===== config.mk =====
export PLATFORM = sky130hd
export DESIGN_NAME = serial_deser
export DESIGN_NICKNAME = d
export VERILOG_FILES = /design/src/rtl/serial_deser.sv
export SDC_FILE = /design/constraint.sdc
export NUM_CORES = 1
export LEC_CHECK = 0
export CORE_UTILIZATION = 49
export DETAILED_ROUTE_END_ITERATION = 10
export HOLD_SLACK_MARGIN = 0.05
export PLACE_DENSITY = 0.75
export SYNTH_ARGS = -nofsm -noshare
export SYNTH_HDL_FRONTEND = slang
export SYNTH_SLANG_ARGS = --single-unit

===== constraint.sdc =====
create_clock -name clk -period 1.8 [get_ports clk]
set_clock_uncertainty 0.1 [all_clocks]
set_input_delay 0.36 -clock clk [delete_from_list [all_inputs] [get_ports clk]]
set_output_delay 0.36 -clock clk [all_outputs]
set_load 0.01 [all_outputs]

===== src/rtl/serial_deser.sv =====
// Serial-in, parallel-out deserializer: assembles N handshaked bits (MSB- or LSB-first)
// into a word presented on a registered valid/ready output, with a one-word HOLD stage.
module serial_deser #(
    parameter int N = 4
) (
    input  logic                 clk,
    input  logic                 rst_n,
    input  logic                 sin,
    input  logic                 sin_valid,
    output logic                 sin_ready,
    input  logic                 dir,
    input  logic                 clr,
    output logic [N-1:0]         dout,
    output logic                 dout_valid,
    input  logic                 dout_ready,
    output logic [$clog2(N)-1:0] bit_cnt
);
    localparam int CW = $clog2(N);
    localparam logic [CW-1:0] LAST_CNT = CW'(N - 1);

    typedef enum logic {COLLECT = 1'b0, HOLD = 1'b1} state_t;

    state_t        state_q, state_d;
    logic [N-1:0]  sr_q, sr_d;
    logic [CW-1:0] cnt_q, cnt_d;
    logic          dir_q, dir_d;
    logic [N-1:0]  dout_q, dout_d;
    logic          dout_valid_q, dout_valid_d;

    logic          accept;
    logic          out_free;
    logic          shift_dir;
    logic [N-1:0]  shifted;

    // Gated by rst_n so nothing looks acceptable while the block is held in reset.
    assign sin_ready  = (state_q == COLLECT) && rst_n;
    assign accept     = sin_valid && sin_ready;
    assign out_free   = !dout_valid_q || dout_ready;
    assign shift_dir  = (cnt_q == '0) ? dir : dir_q;
    assign shifted    = shift_dir ? {sin, sr_q[N-1:1]} : {sr_q[N-2:0], sin};
    assign dout       = dout_q;
    assign dout_valid = dout_valid_q;
    assign bit_cnt    = cnt_q;

    always_comb begin
        state_d      = state_q;
        sr_d         = sr_q;
        cnt_d        = cnt_q;
        dir_d        = dir_q;
        dout_d       = dout_q;
        dout_valid_d = dout_valid_q;

        if (dout_valid_q && dout_ready) begin
            dout_valid_d = 1'b0;
        end

        if (clr) begin
            sr_d    = '0;
            cnt_d   = '0;
            state_d = COLLECT;
        end else if (state_q == HOLD) begin
            if (out_free) begin
                dout_d       = sr_q;
                dout_valid_d = 1'b1;
                sr_d         = '0;
                state_d      = COLLECT;
            end
        end else if (accept) begin
            sr_d = shifted;
            if (cnt_q == '0) begin
                dir_d = dir;
            end
            if (cnt_q == LAST_CNT) begin
                cnt_d = '0;
                if (out_free) begin
                    dout_d       = shifted;
                    dout_valid_d = 1'b1;
                end else begin
                    state_d = HOLD;
                end
            end else begin
                cnt_d = cnt_q + CW'(1);
            end
        end
    end

    always_ff @(posedge clk or negedge rst_n) begin
        if (!rst_n) begin
            state_q      <= COLLECT;
            sr_q         <= '0;
            cnt_q        <= '0;
            dir_q        <= 1'b0;
            dout_q       <= '0;
            dout_valid_q <= 1'b0;
        end else begin
            state_q      <= state_d;
            sr_q         <= sr_d;
            cnt_q        <= cnt_d;
            dir_q        <= dir_d;
            dout_q       <= dout_d;
            dout_valid_q <= dout_valid_d;
        end
    end
endmodule


==> impl_metrics.csv, run 1 <==
group,metric,value,unit
status,status,"completed",
synthesis,synth_area_leaders,"dfrtp_1 (42%), mux2i_1 (6.5%), mux2_4 (5.8%), o2bb2ai_1 (4.5%), a31oi_1 (4.0%)",
routing,drtIter0Drc,34,
setup_path,slowest_delay,0.42,ns
synthesis,yosysWarningCount,0,
routing,drt-total-wl,1640,µm
sta,hold_viol,0,
clock_tree,cts_tree,"built",
global_route,grt-busiest-layer,"met2",
placement,place_ws,-0.160,ns
synthesis,synthesis.area,773,µm²
sta,report.final.slew_viol_count,0,
routing,drc,0,
global_route,grt_usage,20.9,%
synthesis,netlist.area_leader.share,42.1,%
routing,drt_first_pass_iters,4,
setup_path,crit_type,"register to register",
synthesis,synth-adder-area-share,3.24,%
synthesis,synth_most_common_cell,"dfrtp_1",
setup_path,path_cells,"inv_1 > ha_4 > mux2i_4 > mux2i_2 > a31oi_1",
placement,placed_cell_area,998,µm²
synthesis,synth_common_cells,"dfrtp_1 (13), a31oi_1 (5), inv_1 (5), mux2i_1 (5)",
global_route,gr-usage-met1,26.0,%
layout,syn_to_final_growth,36.9,%
global_route,use_met3,6.09,%
job,cap_violations,0,
clock_tree,cts_root_buf,"clkbuf_4",
power,power_density,624,mW/mm²
global_route,antenna_found_initial,0,
routing,via_per_inst,5.85,
clock_tree,cts_hold_buf,0,
synthesis,synth_fp_nets,80,
synthesis,synth_compound_area_share,20.2,%
setup_path,startpoint_type,"register",
synthesis,syn_inst,71,
setup_path,crit_path_max_fanout,5,
sta,setup_viol,0,
synthesis,async_reset_ff_share,100,%
routing,detail-route-antenna-nets,0,
clock_tree,cts_buffer_depth,2,
die,die_w,41.7,µm
die,initial_core_util,55.9,%
global_route,met2_usage,33.4,%
setup_path,required,1.86,ns
sta,finalWorstSetupSlack,0.0936,ns
synthesis,synth-seq-cells,13,
layout,nNetsFinal,108,
layout,final_core_util,76.6,%
placement,gp_congestion,0.858,
routing,num_vias,661,
setup_path,crit_family,"multiplexers",
synthesis,avgSynthCellArea,10.9,µm²
die,io_pins,15,
clock_tree,tritoncts.num_buffers,3,
placement,hpwl,1240,µm
power,p_leak,0.000498,µW
clock_tree,worstSkewPairLatency,0.29,ns
layout,diodes,0,
sta,post-route-min-period,1.71,ns
layout,fillCellCount,85,
power,ir_drop,0.000496,V
clock_tree,htree_levels,1,
synthesis,ys_types,30,
synthesis,muxShareOfSynthArea,15.2,%
sta,fin_crit_sh,94.8,%
setup_path,cp.arrival,1.77,ns
setup_path,critPathCaptureType,"register",
synthesis,synth_ff_type,"dfrtp_1",
routing,route.detailed.wl_per_inst,14.5,µm
die,die_y,41.7,µm
setup_path,cp_num_buf_inv,1,
synthesis,synth_xor_area_share,0,%
worst_hold_path,hold_path.class,"input port to async pin",
global_route,first_global_vias,585,
synthesis,yosysSeqAreaShare,42.1,%
clock_tree,path_clk_slew,0.09,ns
sta,fmax,0.586,GHz
global_route,grt.overflow.total,0,
setup_path,crit_slowest_cell,"dfrtp_1",
synthesis,synth_top_family_by_area,"compound AO/OA/AOI/OAI gates",
layout,design_area,0.00106,mm²
clock_tree,clkSinkCount,13,
sta,totalNegativeSetupSlack,0,ns
global_route,grt_start_max_net_pins,13,
global_route,grt_pass1_wl,2720,µm
sta,worst_pin_slew,0.347,ns
die,rows,13,
placement,port-buffer-count,14,
die,die_area,0.00174,mm²
synthesis,synth-edff-count,0,
sta,slew_headroom,76.4,%
die,fp.coreArea,0.00138,mm²
synthesis,yosys.area_share.simple,15.2,%
layout,drive_gt1_share,28.6,%
synthesis,synth_top_cell_by_area,"dfrtp_1",
## area by class of cell
cell class / count / area, µm² / share of cell area [%]
tap: 15 / 18.8 / 1.77
inverter: 6 / 22.5 / 2.13
clock buffer: 3 / 22.5 / 2.13
sequential: 13 / 325 / 30.7
timing repair buffer: 25 / 228 / 21.5
multi-input combinational: 50 / 437 / 41.3
clock inverter: 1 / 5.00 / 0.473
## metal layers
layer,vias to the layer above,part of all wire [%],routed length [µm]
li1,320,-,-
met1,292,46,758
met2,39,46,746
met3,10,5.8,95
met4,0,2.3,37
met5,-,0,0
## path summary, 6_finish.rpt
check	depth (start not counted)	startpoint	to	slack, ns
worst max-delay path	5	bit_cnt[1]	dout[2]	0.09
worst min-delay path	2	rst_n	sr_q[1]	0.27
worst max register to register	5	bit_cnt[1]	dout[2]	0.09
worst min register to register	1	sr_q[3]	sr_q[3]	0.44
max in group asynchronous	3	rst_n	dout[0]	1.00
min in group clk	1	sr_q[3]	sr_q[3]	0.44
## metrics by stage
stage,instances,power (µW),hold slack (ns)
after floorplan,71,397,-0.0356
after global placement,108,460,0.427
after detailed placement,108,464,0.410
after CTS,113,646,0.285
after global routing,113,694,0.276
final,113,660,0.271
## registers in the layout (all words and copies together), names as in the netlist
register	cells
dir_q	1
dout	4
dout_valid	1
state_q	1
bit_cnt	2
sr_q	4
## kinds of logic after synthesis
group | count (synthesis)
multiplexers | 9
flip-flops | 13
buffers and inverters | 8
AND/OR/NAND/NOR | 20
AO/OA/AOI/OAI | 19
adder cells (fa/ha/maj) | 2
## cell usage in the layout (no fill, tap or decap), types with 2 or more instances in the layout
master	n
dfrtp_1	13
clkdlybuf4s50_1	12
buf_4	10
inv_1	5
a31oi_1	5
and2b_1	4
o2bb2ai_1	4
nand2_1	4
nor2_1	4
mux2_4	3
mux2i_1	3
clkbuf_4	3
mux2i_2	2
o2111ai_1	2
o22ai_2	2
## repair_timing
action | CTS | global route
endpoints found under the setup margin | 2 | 9
resized for setup | 1 | 6
gates cloned | 0 | 0
setup buffers | 1 | 0
## power breakdown
part	leakage, µW	internal [µW]	switching (µW)
clock	0.0000177	82.6	108
combinational	0.000312	88.7	61.5
sequential	0.000168	306	12.9
total	0.000498	478	182
## worst reg2reg max path: cells and delay by family (launching register included)
kind	cells	cell delay [ns]
mux	2	0.69
flops	1	0.42
compound gates	1	0.11
buf+inv	1	0.11
fa+ha+maj	1	0.16
(Power assumes the default switching activity.)
==> run 2, diff against run 1 <==
CAP_MARGIN = 20   (was unset)
TNS_END_PERCENT = 5   (was unset)
==> impl_metrics.csv, run 2 (synthesized netlist as in run 1, its figures left out) <==
group,metric,value,unit
worst_hold_path,hold_path.class,"input port to async pin",
layout,drive_gt1_share,28.6,%
clock_tree,htree_levels,1,
die,rows,13,
routing,detail-route-antenna-nets,0,
setup_path,rr_worst_depth,6,
clock_tree,tritoncts.num_buffers,3,
layout,diodes,0,
routing,via_per_inst,5.81,
setup_path,cp.arrival,1.79,ns
clock_tree,cts_buffer_depth,2,
sta,report.final.slew_viol_count,0,
sta,fmax,0.593,GHz
setup_path,startpoint_type,"register",
die,io_pins,15,
clock_tree,cts_root_buf,"clkbuf_4",
setup_path,r2r_start,"bit_cnt[1]",
sta,rsz0062_at_grt,"no",
die,initial_core_util,55.9,%
sta,whs,0.290,ns
setup_path,required,1.90,ns
setup_path,crit_type,"register to register",
layout,final_core_util,77.1,%
placement,hpwl,1240,µm
sta,fin_crit_sh,93.7,%
global_route,grt_start_max_net_pins,13,
setup_path,timing.rr.end,"dout[3]",
layout,mostFrequentLayoutCell,"dfrtp_1",
clock_tree,cts_tree,"built",
routing,drt-total-wl,1600,µm
routing,num_vias,657,
clock_tree,clkSinkCount,13,
placement,gp_congestion,0.858,
routing,drtIter0Drc,29,
placement,place_ws,-0.160,ns
setup_path,critPathCaptureType,"register",
layout,syn_to_final_growth,37.9,%
sta,worst_pin_slew,0.363,ns
routing,drt_first_pass_iters,4,
global_route,grt_pass1_wl,2730,µm
global_route,grt_usage,20.9,%
clock_tree,worstSkewPairLatency,0.27,ns
routing,drc,0,
power,power_density,615,mW/mm²
global_route,antenna_found_initial,0,
placement,port-buffer-count,14,
die,die_area,0.00174,mm²
global_route,grt.overflow.total,0,
sta,post-route-min-period,1.69,ns
sta,slew_headroom,75.8,%
power,finalPower,655,µW
sta,hold_viol,0,
status,status,"completed",
die,fp.coreArea,0.00138,mm²
die,die_w,41.7,µm
setup_path,reg2reg_slack,0.11,ns
die,die_y,41.7,µm
routing,route.detailed.wl_per_inst,14.2,µm
job,cap_violations,0,
global_route,first_global_vias,587,
sta,finalWorstSetupSlack,0.113,ns
setup_path,crit_path_max_fanout,6,
layout,nNetsFinal,108,
layout,final_cell_mix,"dfrtp_1 (13), clkdlybuf4s50_1 (12), buf_4 (10), inv_1 (5), a31oi_1 (5)",
sta,setup_viol,0,
clock_tree,path_clk_slew,0.08,ns
power,ir_drop,0.000462,V
power,p_leak,0.000500,µW
-- run 2: changes by cell type in the layout (fill, tap and decap cells not counted) --
cell and change:
ha_2 +1, mux2i_2 -1, buf_12 +1, mux2i_4 +1, buf_6 -1, ha_4 -1
-- run 2: stage by stage --
stage | setup TNS [ns] | cells | instance area, µm²
floorplan | 0 | 71 | 773
global placement | -0.580 | 108 | 998
detailed placement | -0.613 | 108 | 998
CTS | 0 | 112 | 1030
global route | 0 | 113 | 1070
finish | 0 | 113 | 1070
-- run 2: layer usage --
layer	GRT usage [%]	routed length, µm	part of all wire (%)
met5	0	0	0
met2	33.8	733	46
met4	9.03	38	2.4
met1	25.8	766	48
met3	6.09	66	4.1
-- run 2: cell type report --
cell class                 instances  area, µm²
clock buffer                       3       22.5
timing repair buffer              25        236
inverter                           6       22.5
multi-input combinational         50        435
fill                              88        317
tap                               15       18.8
clock inverter                     1       5.00
sequential                        13        325
-- run 2: worst max-delay path, cell delays in order (launching register included) --
cell     delay (ns)
dfrtp_1        0.41
inv_1          0.07
ha_2           0.22
mux2i_4        0.26
buf_12         0.15
mux2_4         0.30
o22ai_2        0.10
-- run 2: worst max-delay path by stage --
stage,cells after the start,start,slack [ns],endpoint
global placement,3,rst_n,-0.15,sin_ready
CTS,5,bit_cnt[1],0.04,dout[2]
floorplan,5,bit_cnt[0],0.12,dout[0]
detailed placement,5,rst_n,-0.16,dir_q
finish,6,bit_cnt[1],0.11,dout[3]
global route,6,bit_cnt[1],0.002,dout[1]
-- run 2: report_power, final --
part / internal [µW] / leakage, µW / total (µW) / switching, µW
registers: 306 / 0.000168 / 319 / 12.9
clock network: 82.3 / 0.0000177 / 180 / 98.1
logic: 93.3 / 0.000314 / 156 / 62.5
-- run 2: repair_timing --
item,in CTS,in global routing
pin swaps,0,0
buffers inserted,0,1
hold buffers,0,0
resized for setup,3,3
setup endpoints to repair,2,7
==> run 3, diff against run 2 <==
CAP_MARGIN = unset   (was 20)
==> results of run 3 <==
Final layout, timing and power as in run 2 (identical DEF).
